**src/rtl/wtc_count_pkg.sv**
```systemverilog
// Shared constants and switch-role enumeration for the GoBoard count controller.
package wtc_count_pkg;

    localparam int WTC_COUNT_WIDTH    = 8;
    localparam int WTC_DEBOUNCE_LIMIT = 250000;    // 10 ms at 25 MHz
    localparam int WTC_TICK_LIMIT     = 25000000;  // 1 Hz at 25 MHz

    // Bit positions of each button in the press/stable vectors.
    typedef enum logic [1:0] {
        INC = 2'd0,
        DEC = 2'd1,
        CLR = 2'd2,
        RUN = 2'd3
    } sw_role_e;

endpackage

```
**src/rtl/wtc_debounce.sv**
```systemverilog
// One-bit switch filter: the stable state flips after DEBOUNCE_LIMIT consecutive
// differing samples; o_Press pulses for one cycle on each stable rising edge.
module wtc_debounce
    import wtc_count_pkg::*;
#(
    parameter int DEBOUNCE_LIMIT = WTC_DEBOUNCE_LIMIT
) (
    input  logic i_Clk,
    input  logic i_Reset,
    input  logic i_Switch,
    output logic o_Stable,
    output logic o_Press
);

    localparam int             CW   = (DEBOUNCE_LIMIT > 1) ? $clog2(DEBOUNCE_LIMIT) : 1;
    localparam logic [CW-1:0]  LAST = CW'(DEBOUNCE_LIMIT - 1);

    logic [CW-1:0] cnt_q, cnt_d;
    logic          stable_q, stable_d;
    logic          stable_dly_q;

    always_comb begin
        cnt_d    = '0;
        stable_d = stable_q;
        if (i_Switch != stable_q) begin
            if (cnt_q == LAST) begin
                stable_d = ~stable_q;
            end else begin
                cnt_d = cnt_q + 1'b1;
            end
        end
    end

    always_ff @(posedge i_Clk) begin
        if (i_Reset) begin
            cnt_q        <= '0;
            stable_q     <= 1'b0;
            stable_dly_q <= 1'b0;
        end else begin
            cnt_q        <= cnt_d;
            stable_q     <= stable_d;
            stable_dly_q <= stable_q;
        end
    end

    assign o_Stable = stable_q;
    assign o_Press  = stable_q & ~stable_dly_q;

endmodule

```
**src/rtl/wtc_count_ctrl.sv**
```systemverilog
// Debounced button-driven 8-bit counter with optional 1 Hz auto-run mode.
// Auto-run (Switch 4, tick counter, o_Run) exists only with WTC_COUNT_AUTORUN_EN defined.
module wtc_count_ctrl
    import wtc_count_pkg::*;
#(
    parameter int DEBOUNCE_LIMIT = WTC_DEBOUNCE_LIMIT,
    parameter int TICK_LIMIT     = WTC_TICK_LIMIT,
    parameter int COUNT_WIDTH    = WTC_COUNT_WIDTH
) (
    input  logic                   i_Clk,
    input  logic                   i_Reset,
    input  logic                   i_Switch_1,
    input  logic                   i_Switch_2,
    input  logic                   i_Switch_3,
    input  logic                   i_Switch_4,
    output logic [COUNT_WIDTH-1:0] o_Count,
    output logic                   o_Count_Valid,
    output logic                   o_Run
);

    logic [2:0]             raw;
    logic [3:0]             press;
    logic [3:0]             unused_stable;
    logic                   tick;
    logic                   run_q;
    logic [COUNT_WIDTH-1:0] count_q, count_d;
    logic                   valid_q, valid_d;

    assign raw = {i_Switch_3, i_Switch_2, i_Switch_1};

    for (genvar g = 0; g < 3; g++) begin : g_db
        wtc_debounce #(.DEBOUNCE_LIMIT(DEBOUNCE_LIMIT)) u_db (
            .i_Clk    (i_Clk),
            .i_Reset  (i_Reset),
            .i_Switch (raw[g]),
            .o_Stable (unused_stable[g]),
            .o_Press  (press[g])
        );
    end

`ifdef WTC_COUNT_AUTORUN_EN
    localparam int             TW        = (TICK_LIMIT > 1) ? $clog2(TICK_LIMIT) : 1;
    localparam logic [TW-1:0]  TICK_LAST = TW'(TICK_LIMIT - 1);

    logic [TW-1:0] tick_q, tick_d;
    logic          run_d;

    wtc_debounce #(.DEBOUNCE_LIMIT(DEBOUNCE_LIMIT)) u_db_run (
        .i_Clk    (i_Clk),
        .i_Reset  (i_Reset),
        .i_Switch (i_Switch_4),
        .o_Stable (unused_stable[RUN]),
        .o_Press  (press[RUN])
    );

    assign tick = run_q && (tick_q == TICK_LAST);

    // Held at zero outside run mode so the first tick lands a full period after entry.
    always_comb begin
        tick_d = tick_q + 1'b1;
        if (!run_q || press[CLR] || tick) begin
            tick_d = '0;
        end
        run_d = run_q ^ press[RUN];
    end

    always_ff @(posedge i_Clk) begin
        if (i_Reset) begin
            tick_q <= '0;
            run_q  <= 1'b0;
        end else begin
            tick_q <= tick_d;
            run_q  <= run_d;
        end
    end
`else
    logic unused_cfg;

    assign press[RUN]         = 1'b0;
    assign unused_stable[RUN] = 1'b0;
    assign tick               = 1'b0;
    assign run_q              = 1'b0;
    assign unused_cfg         = i_Switch_4 | (TICK_LIMIT < 1);
`endif

    // Clear wins outright; otherwise all deltas sum and wrap modulo 2^COUNT_WIDTH.
    always_comb begin
        count_d = count_q;
        if (press[CLR]) begin
            count_d = '0;
        end else begin
            count_d = count_q + COUNT_WIDTH'(press[INC]) + COUNT_WIDTH'(tick)
                      - COUNT_WIDTH'(press[DEC]);
        end
        valid_d = (count_d != count_q);
    end

    always_ff @(posedge i_Clk) begin
        if (i_Reset) begin
            count_q <= '0;
            valid_q <= 1'b0;
        end else begin
            count_q <= count_d;
            valid_q <= valid_d;
        end
    end

    assign o_Count       = count_q;
    assign o_Count_Valid = valid_q;
    assign o_Run         = run_q;

endmodule

```
**config.mk**
```make
export PLATFORM = sky130hd
export DESIGN_NAME = wtc_count_ctrl
export DESIGN_NICKNAME = d
export VERILOG_FILES = /design/src/rtl/wtc_count_pkg.sv /design/src/rtl/wtc_debounce.sv /design/src/rtl/wtc_count_ctrl.sv
export SDC_FILE = /design/constraint.sdc
export NUM_CORES = 1
export LEC_CHECK = 0
export CORE_MARGIN = 1
export CORE_UTILIZATION = 45
export CTS_CLUSTER_DIAMETER = 80
export DETAILED_ROUTE_END_ITERATION = 12
export GPL_TIMING_DRIVEN = 0
export MAX_ROUTING_LAYER = met4
export PLACE_DENSITY = 0.73
export SLEW_MARGIN = 10
export SYNTH_ARGS = -nofsm -noshare
export SYNTH_HDL_FRONTEND = slang
export SYNTH_SLANG_ARGS = --single-unit
```
**constraint.sdc**
```tcl
create_clock -name i_Clk -period 3.2 [get_ports i_Clk]
set_input_delay 0.64 -clock i_Clk [delete_from_list [all_inputs] [get_ports i_Clk]]
set_output_delay 0.64 -clock i_Clk [all_outputs]
set_load 0.01 [all_outputs]
```
==> reports/results.txt, run 1 <==
Vias -> 2595
synth warn -> 0
MaxCap Viol Count -> 0
post-synthesis async set-or-reset flop share -> 0%
Die Y -> 88.4 um
syn_nets -> 410
# diodes -> 0
CP max stage delay -> 0.48 ns
Main synth FF type -> dfxtp_1
H-Tree Depth -> 3
HPWL Detailed -> 4260 um
Congestion Overflow GR -> 0
CP cell instances -> nor2b_1, ha_1, inv_1, ha_1, inv_1, fa_1, nand2b_1, a21oi_1, xnor2_1, or4_1, o311ai_1, a41oi_1
Pwr per Cell Area -> 426 nW/um^2
gpl congestion -> 0.821
critical path capture point type -> flop
maximum fanout along the worst path -> 4
Worst-path clk slew -> 0.07 ns
switching power -> 0.351 mW
clock buffer count from CTS -> 9
Comb pwr share -> 2.1%
failing checks -> design-rule violations
crit path time final -> 2.79 ns
Die Footprint -> 7820 um^2
multi-input logic area -> 1850 um^2
sequential cell area -> 1380 um^2
largest net degree at the start of global routing -> 13
global-route wire length before repair -> 9960 um
outcome -> finished with violations
layout cells sized above 1 -> 6.65%
All-Layer GR Usage -> 16.7%
TritonCTS Sinks -> 69
Max stage delay cell, worst path -> or4_1
RSZ-0062 raised after global routing -> no
core area -> 7250 um^2
flops & latches, synth -> 69
I/O pin count -> 16
Max Clock Skew -> 0.00851 ns
Worst EP required -> 3.40 ns
die width -> 88.4 um
switching share of power -> 21.5%
clk buf depth -> 2
synthesized area -> 3360 um^2
FILL cells -> 683
Pins Over Slew Limit -> 0
Via density -> 4.99
endpoints failing hold -> 0
area of placed instances -> 3610 um^2
Clock Power Share -> 44.8%
CTS resizes -> 0
drt drc -> 2
Unique masters post-synth -> 45
crit share post-route -> 87.2%
Int Power -> 1.28 mW
number of global-route vias before repair -> 2378
TritonCTS clock tree -> done
Final Cell Area -> 3820 um^2
Sequential Power Share -> 53.1%
Startpoint Class -> flop
setup violators final -> 0
TritonRoute pass-1 iters -> 9
Setup Crit Path Kind -> flop to flop
min-delay worst type -> flop to flop
Syn Area/Cell -> 8.57 um^2
starting density of the core -> 46.3%
Nets -> 434
Area growth, synth to finish -> 13.8%
Total Routed Length -> 5780 um
clock latency on the worst-skew pair -> 0.34 ns
cts hold-fix bufs -> 0
Setup Total Neg Slack -> 0 ns
P_leak -> 1.33 nW
drt wl/cell -> 11.1 um
Post-DRT Antenna Nets -> 0
Fmax -> 358 MHz
Setup Fix Bufs, Post-CTS -> 0
WP data arrival -> 2.99 ns
root buffer cell -> clkbuf_8
initial antenna violation count -> 0
Placement Rows -> 31
sequential share of the synthesized area -> 41.1%
Iteration-0 DRC Markers -> 60
number of flops mapped to enable cells by yosys -> 0
Gate Count Post-Synth -> 392
VDD IR-drop max -> 0.179 mV
port buffer count -> 13
[sequential cells by signal, summed over array words and instances (netlist names)]
register / flops
g_db.u_db.cnt_q: 54
o_Count: 8
g_db.u_db.o_Stable: 3
g_db.u_db.stable_dly_q: 3
o_Count_Valid: 1
[critical path: cells and delay by family (launching register included)]
| family | cells | cell delay, ns |
|---|---|---|
| compound gates | 3 | 0.39 |
| xor+xnor | 1 | 0.13 |
| fa+ha+maj | 3 | 0.82 |
| buf+inv | 2 | 0.12 |
| flops | 1 | 0.38 |
| simple gates | 3 | 0.83 |
[placed cells by master (no fill, tap or decap), drive strengths merged, types with 2 or more instances in the layout]
master / Yosys / layout
xor2: 30 / 30
buf: 8 / 8
mux2i: 3 / 3
xnor3: 2 / 2
xnor2: 29 / 29
nor3: 6 / 6
nand4: 10 / 10
nor2: 88 / 88
or3: 3 / 3
nand2: 18 / 18
clkinv: 0 / 2
and3: 5 / 5
nor3b: 3 / 3
and4: 4 / 4
or4: 2 / 2
a21oi: 8 / 8
nand2b: 6 / 6
o21ai: 6 / 6
ha: 11 / 11
nor4b: 2 / 2
inv: 16 / 16
a31oi: 2 / 2
nand3: 30 / 30
clkinvlp: 0 / 2
clkdlybuf4s50: 0 / 13
clkbuf: 4 / 15
dfxtp: 69 / 69
nor4: 7 / 7
nor2b: 7 / 7
[worst paths after layout]
check | startpoint | to | slack [ns] | depth (start not counted)
worst min register to register | g_db[0].u_db.cnt_q[0] | g_db[0].u_db.cnt_q[0] | 0.45 | 1
worst min-delay path | g_db[0].u_db.cnt_q[0] | g_db[0].u_db.cnt_q[0] | 0.45 | 1
worst max-delay path | g_db[1].u_db.o_Stable | o_Count_Valid | 0.41 | 12
worst max register to register | g_db[1].u_db.o_Stable | o_Count_Valid | 0.41 | 12
[cell usage after synthesis (all sizes together) (3+ instances only)]
cell type	instances	share of area, %
dfxtp	69	41
and3	5	0.93
xor2	30	7.8
clkbuf	4	0.45
nor3b	3	0.67
ha	11	4.1
or3	3	0.56
inv	16	1.8
a21oi	8	1.2
nand3	30	4.5
xnor2	29	7.6
nor4	7	1.7
nand2	18	2.0
nor2b	7	1.3
nor3	6	1.0
nor2	88	9.8
nand4	10	1.9
buf	8	1.5
o21ai	6	1.0
mux2i	3	0.89
and4	4	1.0
nand2b	6	1.1
[power groups by stage]
stage	clock network [mW]	logic, mW	registers [mW]
detailed placement	0	0.0349	0.885
CTS	0.756	0.0351	0.864
floorplan	0	0.0227	0.884
finish	0.730	0.0345	0.865
global route	0.791	0.0380	0.865
global placement	0	0.0347	0.884
[cells by family after synthesis]
| family | count (synthesis) | synth area share, % |
|---|---|---|
| AND/OR/NAND/NOR | 195 | 28.4 |
| AO/OA/AOI/OAI | 23 | 4.28 |
| buffers and inverters | 28 | 3.76 |
| other | 1 | 0.112 |
| flip-flops | 69 | 41.1 |
| adder cells (fa/ha/maj) | 12 | 4.69 |
| XOR/XNOR | 61 | 16.7 |
| multiplexers | 3 | 0.894 |
[per-layer routing]
metal / up-vias / routed length [um] / global-route usage (%)
met2: 25 / 2660 / 26.9
met1: 1191 / 2880 / 19.9
li1: 1366 / - / -
met3: 13 / 139 / 4.01
met5: - / 0 / -
met4: 0 / 103 / 7.04
[stage by stage]
| stage | utilization (%) | std cells | total power [mW] | setup WS, ns | hold slack, ns |
|---|---|---|---|---|---|
| 3_3_place_gp | 49.8 | 504 | 0.919 | 0.409 | 0.430 |
| 6_report | 52.7 | 520 | 1.63 | 0.410 | 0.453 |
| 4_1_cts | 52.7 | 520 | 1.66 | 0.381 | 0.460 |
| 5_1_grt | 52.7 | 520 | 1.69 | 0.198 | 0.487 |
| 3_5_place_dp | 49.8 | 504 | 0.920 | 0.416 | 0.441 |
| 2_1_floorplan | - | 392 | 0.907 | 0.621 | 0.418 |
[area by class of cell]
cell class	instances	area share, %
Buffer	12	1.73
Clock buffer	11	3.96
Clock inverter	5	1.54
Inverter	16	1.57
Multi-Input combinational cell	295	48.4
Sequential cell	69	36.1
Tap cell	99	3.24
Timing Repair Buffer	13	3.40
(Power assumes the default switching activity.)
==> run 2, diff against run 1 <==
--- a/config.mk
+++ b/config.mk
@@ -5,13 +5,15 @@
 export SDC_FILE = /design/constraint.sdc
 export NUM_CORES = 1
 export LEC_CHECK = 0
+export CELL_PAD_IN_SITES_DETAIL_PLACEMENT = 0
+export CELL_PAD_IN_SITES_GLOBAL_PLACEMENT = 2
 export CORE_MARGIN = 1
-export CORE_UTILIZATION = 45
+export CORE_UTILIZATION = 37
 export CTS_CLUSTER_DIAMETER = 80
 export DETAILED_ROUTE_END_ITERATION = 12
 export GPL_TIMING_DRIVEN = 0
 export MAX_ROUTING_LAYER = met4
-export PLACE_DENSITY = 0.73
+export PLACE_DENSITY = 0.9
 export SLEW_MARGIN = 10
 export SYNTH_ARGS = -nofsm -noshare
 export SYNTH_HDL_FRONTEND = slang
==> reports/results.txt, run 2 (same netlist as run 1, synthesis figures left out) <==
Area growth, synth to finish -> 13.8%
largest net degree at the start of global routing -> 12
Finished Core Util -> 43.7%
min-delay worst type -> flop to flop
Die Y -> 97.3 um
root buffer cell -> clkbuf_8
final worst slack -> 0.331 ns
initial antenna violation count -> 0
starting density of the core -> 38.3%
Congestion Overflow GR -> 0
CTS resizes -> 0
port buffer count -> 13
Setup Total Neg Slack -> 0 ns
gpl congestion -> 0.761
core area -> 8760 um^2
CP max stage delay -> 0.49 ns
outcome -> finished clean
P_leak -> 1.32 nW
Bufs and invs on worst path -> 2
most frequent cells in the layout -> nor2_1, dfxtp_1, nand3_1, xor2_1, xnor2_1
HPWL Detailed -> 4430 um
Final Cell Area -> 3830 um^2
Total Routed Length -> 6120 um
VDD IR-drop max -> 0.242 mV
number of global-route vias before repair -> 2267
drt drc -> 0
TritonRoute pass-1 iters -> 4
clk buf depth -> 2
Largest register FFs -> 54
multi-input logic area -> 1850 um^2
Vias -> 2562
Biggest register -> g_db.u_db.cnt_q
Fmax -> 349 MHz
CP cell instances -> nor2b_1, ha_1, inv_1, ha_1, inv_1, fa_1, nand2b_1, a21oi_1, xnor2_1, or4_1, o311ai_1, a41oi_1
WP data arrival -> 3.06 ns
drt wl/cell -> 11.6 um
Post-DRT Antenna Nets -> 0
Worst-path clk slew -> 0.07 ns
global-route wire length before repair -> 10700 um
most common cell after layout, fill and taps aside -> nor2_1
setup violators final -> 0
area of placed instances -> 3630 um^2
Nets -> 434
Worst EP required -> 3.40 ns
sequential cell area -> 1380 um^2
CP top delay family -> simple AND/OR/NAND/NOR gates
TritonCTS Sinks -> 69
endpoints failing hold -> 0
layout cells sized above 1 -> 6.19%
FILL cells -> 889
Placement Rows -> 34
Startpoint Class -> flop
TritonCTS clock tree -> done
Max stage delay cell, worst path -> or4_1
die width -> 97.3 um
I/O pin count -> 16
# diodes -> 0
Setup Fix Bufs, Post-CTS -> 0
critical path capture point type -> flop
Pwr per Cell Area -> 424 nW/um^2
Max Clock Skew -> 0.00742 ns
maximum fanout along the worst path -> 4
Via density -> 4.85
crit path time final -> 2.87 ns
Die Footprint -> 9470 um^2
All-Layer GR Usage -> 14.3%
Iteration-0 DRC Markers -> 56
crit share post-route -> 89.7%
Setup Crit Path Kind -> flop to flop
MaxCap Viol Count -> 0
H-Tree Depth -> 3
clock latency on the worst-skew pair -> 0.33 ns
pre-CTS setup slack -> 0.302 ns
RSZ-0062 raised after global routing -> no
cts hold-fix bufs -> 0
Pins Over Slew Limit -> 0
clock buffer count from CTS -> 9
-- run 2: changes by cell type in the layout (fill, tap and decap cells not counted) --
cell      previous run  this run
clkbuf_1             4         5
clkinv_2             1         0
clkinv_4             1         0
-- run 2: layer usage --
| metal | up-vias | part of all wire, % | GRT usage (%) |
|---|---|---|---|
| li1 | 1366 | - | - |
| met1 | 1145 | 52 | 19.1 |
| met2 | 45 | 44 | 20.9 |
| met3 | 6 | 3.2 | 3.53 |
| met4 | 0 | 0.87 | 5.43 |
| met5 | - | 0 | - |
-- run 2: worst reg2reg max path, cell delays in order, from the launching register on --
cell	delay, ns
dfxtp_1	0.37
nor2b_1	0.16
ha_1	0.26
inv_1	0.06
ha_1	0.17
inv_1	0.06
fa_1	0.39
nand2b_1	0.19
a21oi_1	0.17
xnor2_1	0.13
or4_1	0.49
o311ai_1	0.11
a41oi_1	0.17
-- run 2: metrics by stage --
step	std cells	hold slack [ns]	power (mW)
floorplan	392	0.418	0.907
global placement	513	0.425	0.921
detailed placement	513	0.438	0.921
CTS	528	0.454	1.65
global route	528	0.472	1.69
finish	528	0.451	1.62
-- run 2: final timing paths --
kind / from / to / slack (ns) / depth (start not counted)
hold reg to reg: g_db[0].u_db.cnt_q[0] / g_db[0].u_db.cnt_q[0] / 0.45 / 1
hold / removal: g_db[0].u_db.cnt_q[0] / g_db[0].u_db.cnt_q[0] / 0.45 / 1
setup reg to reg: g_db[1].u_db.o_Stable / o_Count_Valid / 0.33 / 12
setup / recovery: g_db[1].u_db.o_Stable / o_Count_Valid / 0.33 / 12
-- run 2: layout make-up --
class | instances | share of cell area [%]
multi-input cells | 295 | 48.4
flip-flops and latches | 69 | 36.1
clock buffers | 12 | 4.05
well taps | 108 | 3.53
repair buffers | 13 | 3.40
plain buffers | 12 | 1.73
inverters | 16 | 1.57
clock inverters | 3 | 1.18
-- run 2: where the power goes --
group	internal (mW)	switching (mW)	total (mW)
sequential	0.862	0.00305	0.865
combinational	0.0144	0.0210	0.0353
clock	0.399	0.324	0.723
